<file path="src/rtl/cpu_pkg.sv">
// Shared definitions for the CPU bus blocks: default widths, loader states and
// bit positions of the control strobes within the control word.
package cpu_pkg;

  localparam int ADDR_W = 4;
  localparam int DATA_W = 8;

  typedef enum logic [1:0] {
    IDLE    = 2'd0,
    PROG_HI = 2'd1,
    PROG_LO = 2'd2,
    DONE    = 2'd3
  } load_state_t;

  localparam int CTRL_LM = 0;
  localparam int CTRL_CE = 1;
  localparam int CTRL_WE = 2;
  localparam int CTRL_W  = 3;

endpackage

</file>
<file path="src/rtl/nibble_loader.sv">
// Nibble-serial RAM loader: pairs high/low nibbles into words and issues one
// RAM write per completed word, walking addresses 0 .. 2**ADDR_W-1.
module nibble_loader
  import cpu_pkg::*;
#(
  parameter int ADDR_W = cpu_pkg::ADDR_W,
  parameter int DATA_W = cpu_pkg::DATA_W
) (
  input  logic              clk,
  input  logic              rst,
  input  logic              prog_mode,
  input  logic [DATA_W/2-1:0] prog_nibble,
  input  logic              prog_valid,
  output logic              prog_ready,
  output logic [ADDR_W-1:0] prog_addr,
  output logic              prog_done,
  output logic              idle,
  output logic              wr_en,
  output logic [ADDR_W-1:0] wr_addr,
  output logic [DATA_W-1:0] wr_data
);

  localparam int NIB_W = DATA_W / 2;
  localparam logic [ADDR_W-1:0] LAST_ADDR = '1;

  load_state_t       state_reg, state_next;
  logic [ADDR_W-1:0] addr_reg, addr_next;
  logic [NIB_W-1:0]  hi_reg, hi_next;
  logic              transfer;

  always_ff @(posedge clk) begin
    if (rst) begin
      state_reg <= IDLE;
      addr_reg  <= '0;
      hi_reg    <= '0;
    end else begin
      state_reg <= state_next;
      addr_reg  <= addr_next;
      hi_reg    <= hi_next;
    end
  end

  always_comb begin
    state_next = state_reg;
    addr_next  = addr_reg;
    hi_next    = hi_reg;
    prog_ready = 1'b0;
    prog_done  = 1'b0;
    wr_en      = 1'b0;
    transfer   = 1'b0;
    case (state_reg)
      IDLE: begin
        if (prog_mode) begin
          state_next = PROG_HI;
          addr_next  = '0;
        end
      end
      PROG_HI, PROG_LO: begin
        // No handshake in the abort cycle, so a dropping prog_mode never writes.
        prog_ready = prog_mode;
        transfer   = prog_valid & prog_mode;
        if (!prog_mode) begin
          state_next = IDLE;
          hi_next    = '0;
        end else if (transfer && state_reg == PROG_HI) begin
          hi_next    = prog_nibble;
          state_next = PROG_LO;
        end else if (transfer) begin
          wr_en = 1'b1;
          if (addr_reg == LAST_ADDR) begin
            addr_next  = '0;
            state_next = DONE;
          end else begin
            addr_next  = addr_reg + 1'b1;
            state_next = PROG_HI;
          end
        end
      end
      DONE: begin
        prog_done = 1'b1;
        if (!prog_mode) begin
          state_next = IDLE;
        end
      end
      default: state_next = IDLE;
    endcase
  end

  assign idle      = (state_reg == IDLE);
  assign prog_addr = addr_reg;
  assign wr_addr   = addr_reg;
  assign wr_data   = {hi_reg, prog_nibble};

endmodule

</file>
<file path="src/rtl/memory_block.sv">
// RAM plus memory address register on the CPU bus; the loader takes over the
// RAM write port whenever it is not idle.
module memory_block
  import cpu_pkg::*;
#(
  parameter int ADDR_W = cpu_pkg::ADDR_W,
  parameter int DATA_W = cpu_pkg::DATA_W
) (
  input  logic                clk,
  input  logic                rst,
  input  logic [DATA_W-1:0]   bus_in,
  output logic [DATA_W-1:0]   bus_out,
  output logic                bus_oe,
  input  logic                lm,
  input  logic                ce,
  input  logic                we,
  input  logic                prog_mode,
  input  logic [DATA_W/2-1:0] prog_nibble,
  input  logic                prog_valid,
  output logic                prog_ready,
  output logic [ADDR_W-1:0]   prog_addr,
  output logic                prog_done,
  output logic [ADDR_W-1:0]   mar_out
);

  localparam int DEPTH = 2 ** ADDR_W;

  logic [DATA_W-1:0] mem [DEPTH];
  logic [ADDR_W-1:0] mar_reg;
  logic [CTRL_W-1:0] ctrl;
  logic              loader_idle;
  logic              cpu_active;
  logic              ld_wr_en;
  logic [ADDR_W-1:0] ld_wr_addr;
  logic [DATA_W-1:0] ld_wr_data;

  assign ctrl[CTRL_LM] = lm;
  assign ctrl[CTRL_CE] = ce;
  assign ctrl[CTRL_WE] = we;

  nibble_loader #(
    .ADDR_W(ADDR_W),
    .DATA_W(DATA_W)
  ) u_loader (
    .clk        (clk),
    .rst        (rst),
    .prog_mode  (prog_mode),
    .prog_nibble(prog_nibble),
    .prog_valid (prog_valid),
    .prog_ready (prog_ready),
    .prog_addr  (prog_addr),
    .prog_done  (prog_done),
    .idle       (loader_idle),
    .wr_en      (ld_wr_en),
    .wr_addr    (ld_wr_addr),
    .wr_data    (ld_wr_data)
  );

  assign cpu_active = loader_idle & ~prog_mode;

  // Whole-array clear on reset, so the RAM is built from registers.
  always_ff @(posedge clk) begin
    if (rst) begin
      for (int i = 0; i < DEPTH; i++) begin
        mem[i] <= '0;
      end
      mar_reg <= '0;
    end else if (ld_wr_en) begin
      mem[ld_wr_addr] <= ld_wr_data;
    end else if (cpu_active) begin
      if (ctrl[CTRL_WE]) begin
        mem[mar_reg] <= bus_in;
      end
      if (ctrl[CTRL_LM]) begin
        mar_reg <= bus_in[ADDR_W-1:0];
      end
    end
  end

  assign bus_oe  = cpu_active & ctrl[CTRL_CE] & ~rst;
  assign bus_out = bus_oe ? mem[mar_reg] : '0;
  assign mar_out = mar_reg;

endmodule

</file>
<file path="config.mk">
export PLATFORM = sky130hd
export DESIGN_NAME = memory_block
export DESIGN_NICKNAME = d
export VERILOG_FILES = /design/src/rtl/cpu_pkg.sv /design/src/rtl/nibble_loader.sv /design/src/rtl/memory_block.sv
export SDC_FILE = /design/constraint.sdc
export NUM_CORES = 1
export LEC_CHECK = 0
export ABC_CLOCK_PERIOD_IN_PS = 2250
export BUFFER_PORTS_ARGS = -buffer_cell sky130_fd_sc_hd__buf_4
export CORE_MARGIN = 1.5
export CORE_UTILIZATION = 45
export DETAILED_ROUTE_END_ITERATION = 10
export PLACE_DENSITY_LB_ADDON = 0.1
export RECOVER_POWER = 25
export SYNTH_ARGS = -nofsm -noshare
export SYNTH_HDL_FRONTEND = slang
export SYNTH_HIERARCHICAL = 1
export SYNTH_SLANG_ARGS = --single-unit
</file>
<file path="constraint.sdc">
create_clock -name clk -period 2.25 [get_ports clk]
set_input_delay 0.5625 -clock clk [delete_from_list [all_inputs] [get_ports clk]]
set_output_delay 0.5625 -clock clk [all_outputs]
set_load 0.01 [all_outputs]
</file>
==> results.md <==
* Status: finished, violations left
* Violated checks: negative setup slack
* Antenna-violating nets left at 0
* Diode count at 0
* NumNets Final at 670
* Fin. max-slew vios at 0
* Clock Pin Slew Worst Setup and Hold Paths at 0.06 ns
* Crit path cell chain: buf_12 > buf_4 > mux4_2 > mux2i_4 > o221ai_2 > buf_4
* GRT overflow at 0
* Initial core utilization at 46.5%
* Syn Inst Count at 546
* Worst-path fanout max at 7
* First-pass GRT wire length at 33200 um
* Mapped Area at 0.00776 mm2
* Core Area at 0.0167 mm2
* Critical path's top delay family: multiplexers
* Worst Setup Slack, final at -0.409 ns
* Share of the yosys chip area belonging to registers at 54.2%
* Largest net degree at the start of global routing at 38
* # IOs at 38
* Critical-path top delay cell: mux4_2
* Worst r2r dst: mem[10][5]
* Layout fillers at 1384
* Share of cells above drive strength 1 at 37.9%
* R2r startpoint: u_loader/state_reg[0]
* DRC Markers at 0
* Vias in the first global route at 5467
* GPL Wtd Cong at 0.873
* First drt pass iteration count at 5
* Worst hold start: prog_nibble[0]
* Least-Margin Pin Slew at 0.612 ns
* Min-Delay Path Class: primary input to flip-flop
* Setup TNS at -24.68 ns
* Clk buf depth at 2
* WHS Endpoint: u_loader/hi_reg[0]
* Clk Latency, worst-skew pair at 0.42 ns
* Max Cap Viol at 0
* EDFF count, synth at 128
* Max Fclk at 376 MHz
* Hold buffer count at CTS at 0
* Hold path depth at 3
* GRT Util Overall at 25.2%
* Max incr delay on CP at 0.54 ns
* Synthesis-to-finish area growth at 26.5%
* Worst setup EP type: primary output
* RSZ-0062 raised after global routing: yes
* Required time worst endpoint at 1.69 ns
* Pleak at 3.36 nW
* CP most frequent cell: buf_4
* Vias per std cell at 6.35
* Relative slew slack at 59.2%
* Synth Register Bits at 146
* Largest register FFs at 128
* Worst-case reg-to-reg path depth at 10
* TritonCTS clock tree: yes
* Netlist cell types at 58
* Clock root buffer: clkbuf_16
* Reg2reg setup slack at -0.15 ns
* Die X at 134 um
* HPWL Detailed at 14900 um
* Clock sinks at 146
* CP Class: flip-flop to primary output
* H-tree Lvls at 4
* Most flop-heavy register: mem
* Die area at 0.0180 mm2
* Peak VDD IR at 530 uV
* WL final at 21800 um
* Power, Total at 0.00676 W
* Final setup vio count at 260
* Yosys Warn Count at 6
* Final Skew at 0.00682 ns
* Final Hold Viols at 0
* Routed length per instance at 24.8 um
* Via Count at 5591
* Critical Path AT at 2.10 ns
* Initial antenna violation count at 1
* Final period utilization at 118%
* Port Buffers at 37
* Synth async-reset ratio at 0%
* Buffers & Inverters on Critical Path at 3
* Net Count, Synth at 569
* Most used DFF post-synth: edfxtp_1
* Fin crit period at 2.66 ns
* CTS Buf Count at 17
* Chip Height at 134 um
* PD cells at 689 mW/mm2
* DRT iter0 DRCs at 727
* Row cnt at 47
* Syn_area_per_cell at 14.2 um2
* Setup crit start kind: flip-flop
[worst reg2reg max path, cell delays in order, from the launching register on]
cell and delay, ns:
dfxtp_1 0.38, inv_1 0.09, ha_1 0.32, nand4b_1 0.24, inv_8 0.09, buf_12 0.15
nor4_4 0.20, buf_4 0.20, nand4_4 0.13, nand3b_1 0.19, buf_12 0.14
[cell usage in the layout (no fill, tap or decap), drive strengths merged, types with 2 or more instances in the layout]
master	netlist	routed
nand3	27	27
nor2b	5	5
nor4b	3	3
buf	46	130
nor2	8	8
nand2b	2	2
nor4bb	3	3
inv	12	12
nand3b	21	21
nand4	12	12
a22oi	128	128
dfxtp	18	18
ha	4	4
nand2	18	18
mux4	32	32
clkinv	0	8
o21ai	14	14
edfxtp	128	128
o221ai	8	8
and4bb	2	2
mux2i	13	13
nand4b	2	2
a21oi	9	9
bufinv	0	4
clkbuf	12	30
[report_power, final]
part	leakage (nW)	switching (W)	internal [W]	total (W)
Sequential	1.47	0.0000486	0.00304	0.00308
Clock	0.291	0.00106	0.00183	0.00289
Combinational	1.59	0.000424	0.000366	0.000789
[per-stage QoR]
stage | setup WS (ns) | util, % | std cells | hold slack (ns) | cell area [um2]
floorplan | -0.00231 | - | 546 | 0.470 | 7810
global placement | -0.0217 | 54.5 | 843 | 0.498 | 9100
detailed placement | -0.0776 | 54.5 | 843 | 0.503 | 9100
CTS | -0.376 | 58.8 | 878 | 0.401 | 9830
global route | -0.470 | 58.8 | 880 | 0.411 | 9820
finish | -0.409 | 58.8 | 880 | 0.420 | 9820
[repair_timing]
| item | CTS | global route |
|---|---|---|
| gates cloned | 1 | 1 |
| buffers inserted | 2 | 1 |
| resized for setup | 19 | 12 |
| setup endpoints to repair | 54 | 255 |
| pin swaps | 10 | 3 |
[cell type report]
| type | count | area [um2] | area share [%] |
|---|---|---|---|
| tap | 220 | 275 | 2.80 |
| timing repair buffer | 141 | 1470 | 14.9 |
| multi-input combinational | 329 | 3210 | 32.7 |
| inverter | 12 | 52.6 | 0.535 |
| clock buffer | 19 | 433 | 4.41 |
| sequential | 146 | 4210 | 42.9 |
| clock inverter | 13 | 166 | 1.69 |
[worst max-delay path by stage]
| stage | slack [ns] | cells past startpoint | startpoint | endpoint |
|---|---|---|---|---|
| final | -0.41 | 6 | flip-flop | bus_out[3] |
| after global routing | -0.47 | 6 | flip-flop | bus_out[1] |
| after CTS | -0.38 | 6 | flip-flop | bus_out[1] |
| after detailed placement | -0.08 | 5 | prog_mode | bus_out[2] |
| after global placement | -0.02 | 5 | prog_mode | bus_out[4] |
| after floorplan | -0.002 | 9 | u_loader/state_reg[1] | mem[8][0] |
[per-layer routing]
| metal | part of all wire (%) | track usage (%) | up-vias |
|---|---|---|---|
| met2 | 47 | 38.3 | 292 |
| met1 | 44 | 36.1 | 2800 |
| li1 | - | - | 2470 |
| met5 | 0 | 0 | - |
| met4 | 1.7 | 8.00 | 0 |
| met3 | 8.0 | 5.52 | 29 |
[Yosys cell counts, types with 2 or more instances]
cell type  number  area share (%)
a22oi_1       128              12
nand3_2        15             1.9
and4bb_2        2            0.32
buf_1           4            0.19
buf_4          13             1.3
nand2b_1        2            0.16
inv_1          11            0.53
mux4_2         32             9.3
o21ai_4         8             1.7
o221ai_1        8            0.90
nand3b_1       20             1.9
ha_1            4            0.64
nand2_2         3            0.24
buf_6          11             1.6
nand3_1        12            0.77
a21oi_1         8            0.52
buf_2          16             1.0
nor4bb_1        3            0.39
nor2b_1         5            0.40
clkbuf_1       11            0.53
nor2_1          7            0.34
nor4b_4         2            0.61
o21ai_0         6            0.39
edfxtp_1      128              50
buf_8           2            0.39
nand4_1         8            0.64
dfxtp_1        18             4.6
nand4_2         3            0.48
nand2_1        15            0.73
mux2i_1        13             1.7
[cells by family (layout without fill, tap and decap cells)]
kind of cell	Yosys count	in the layout	share of synthesized area (%)
AO/OA/AOI/OAI	169	169	17.3
adder cells (fa/ha/maj)	4	4	0.645
buffers and inverters	71	185	5.76
flip-flops	146	146	54.2
multiplexers	45	45	11.0
AND/OR/NAND/NOR	111	111	11.2
Note: power is estimated with default switching activity, not from simulation.
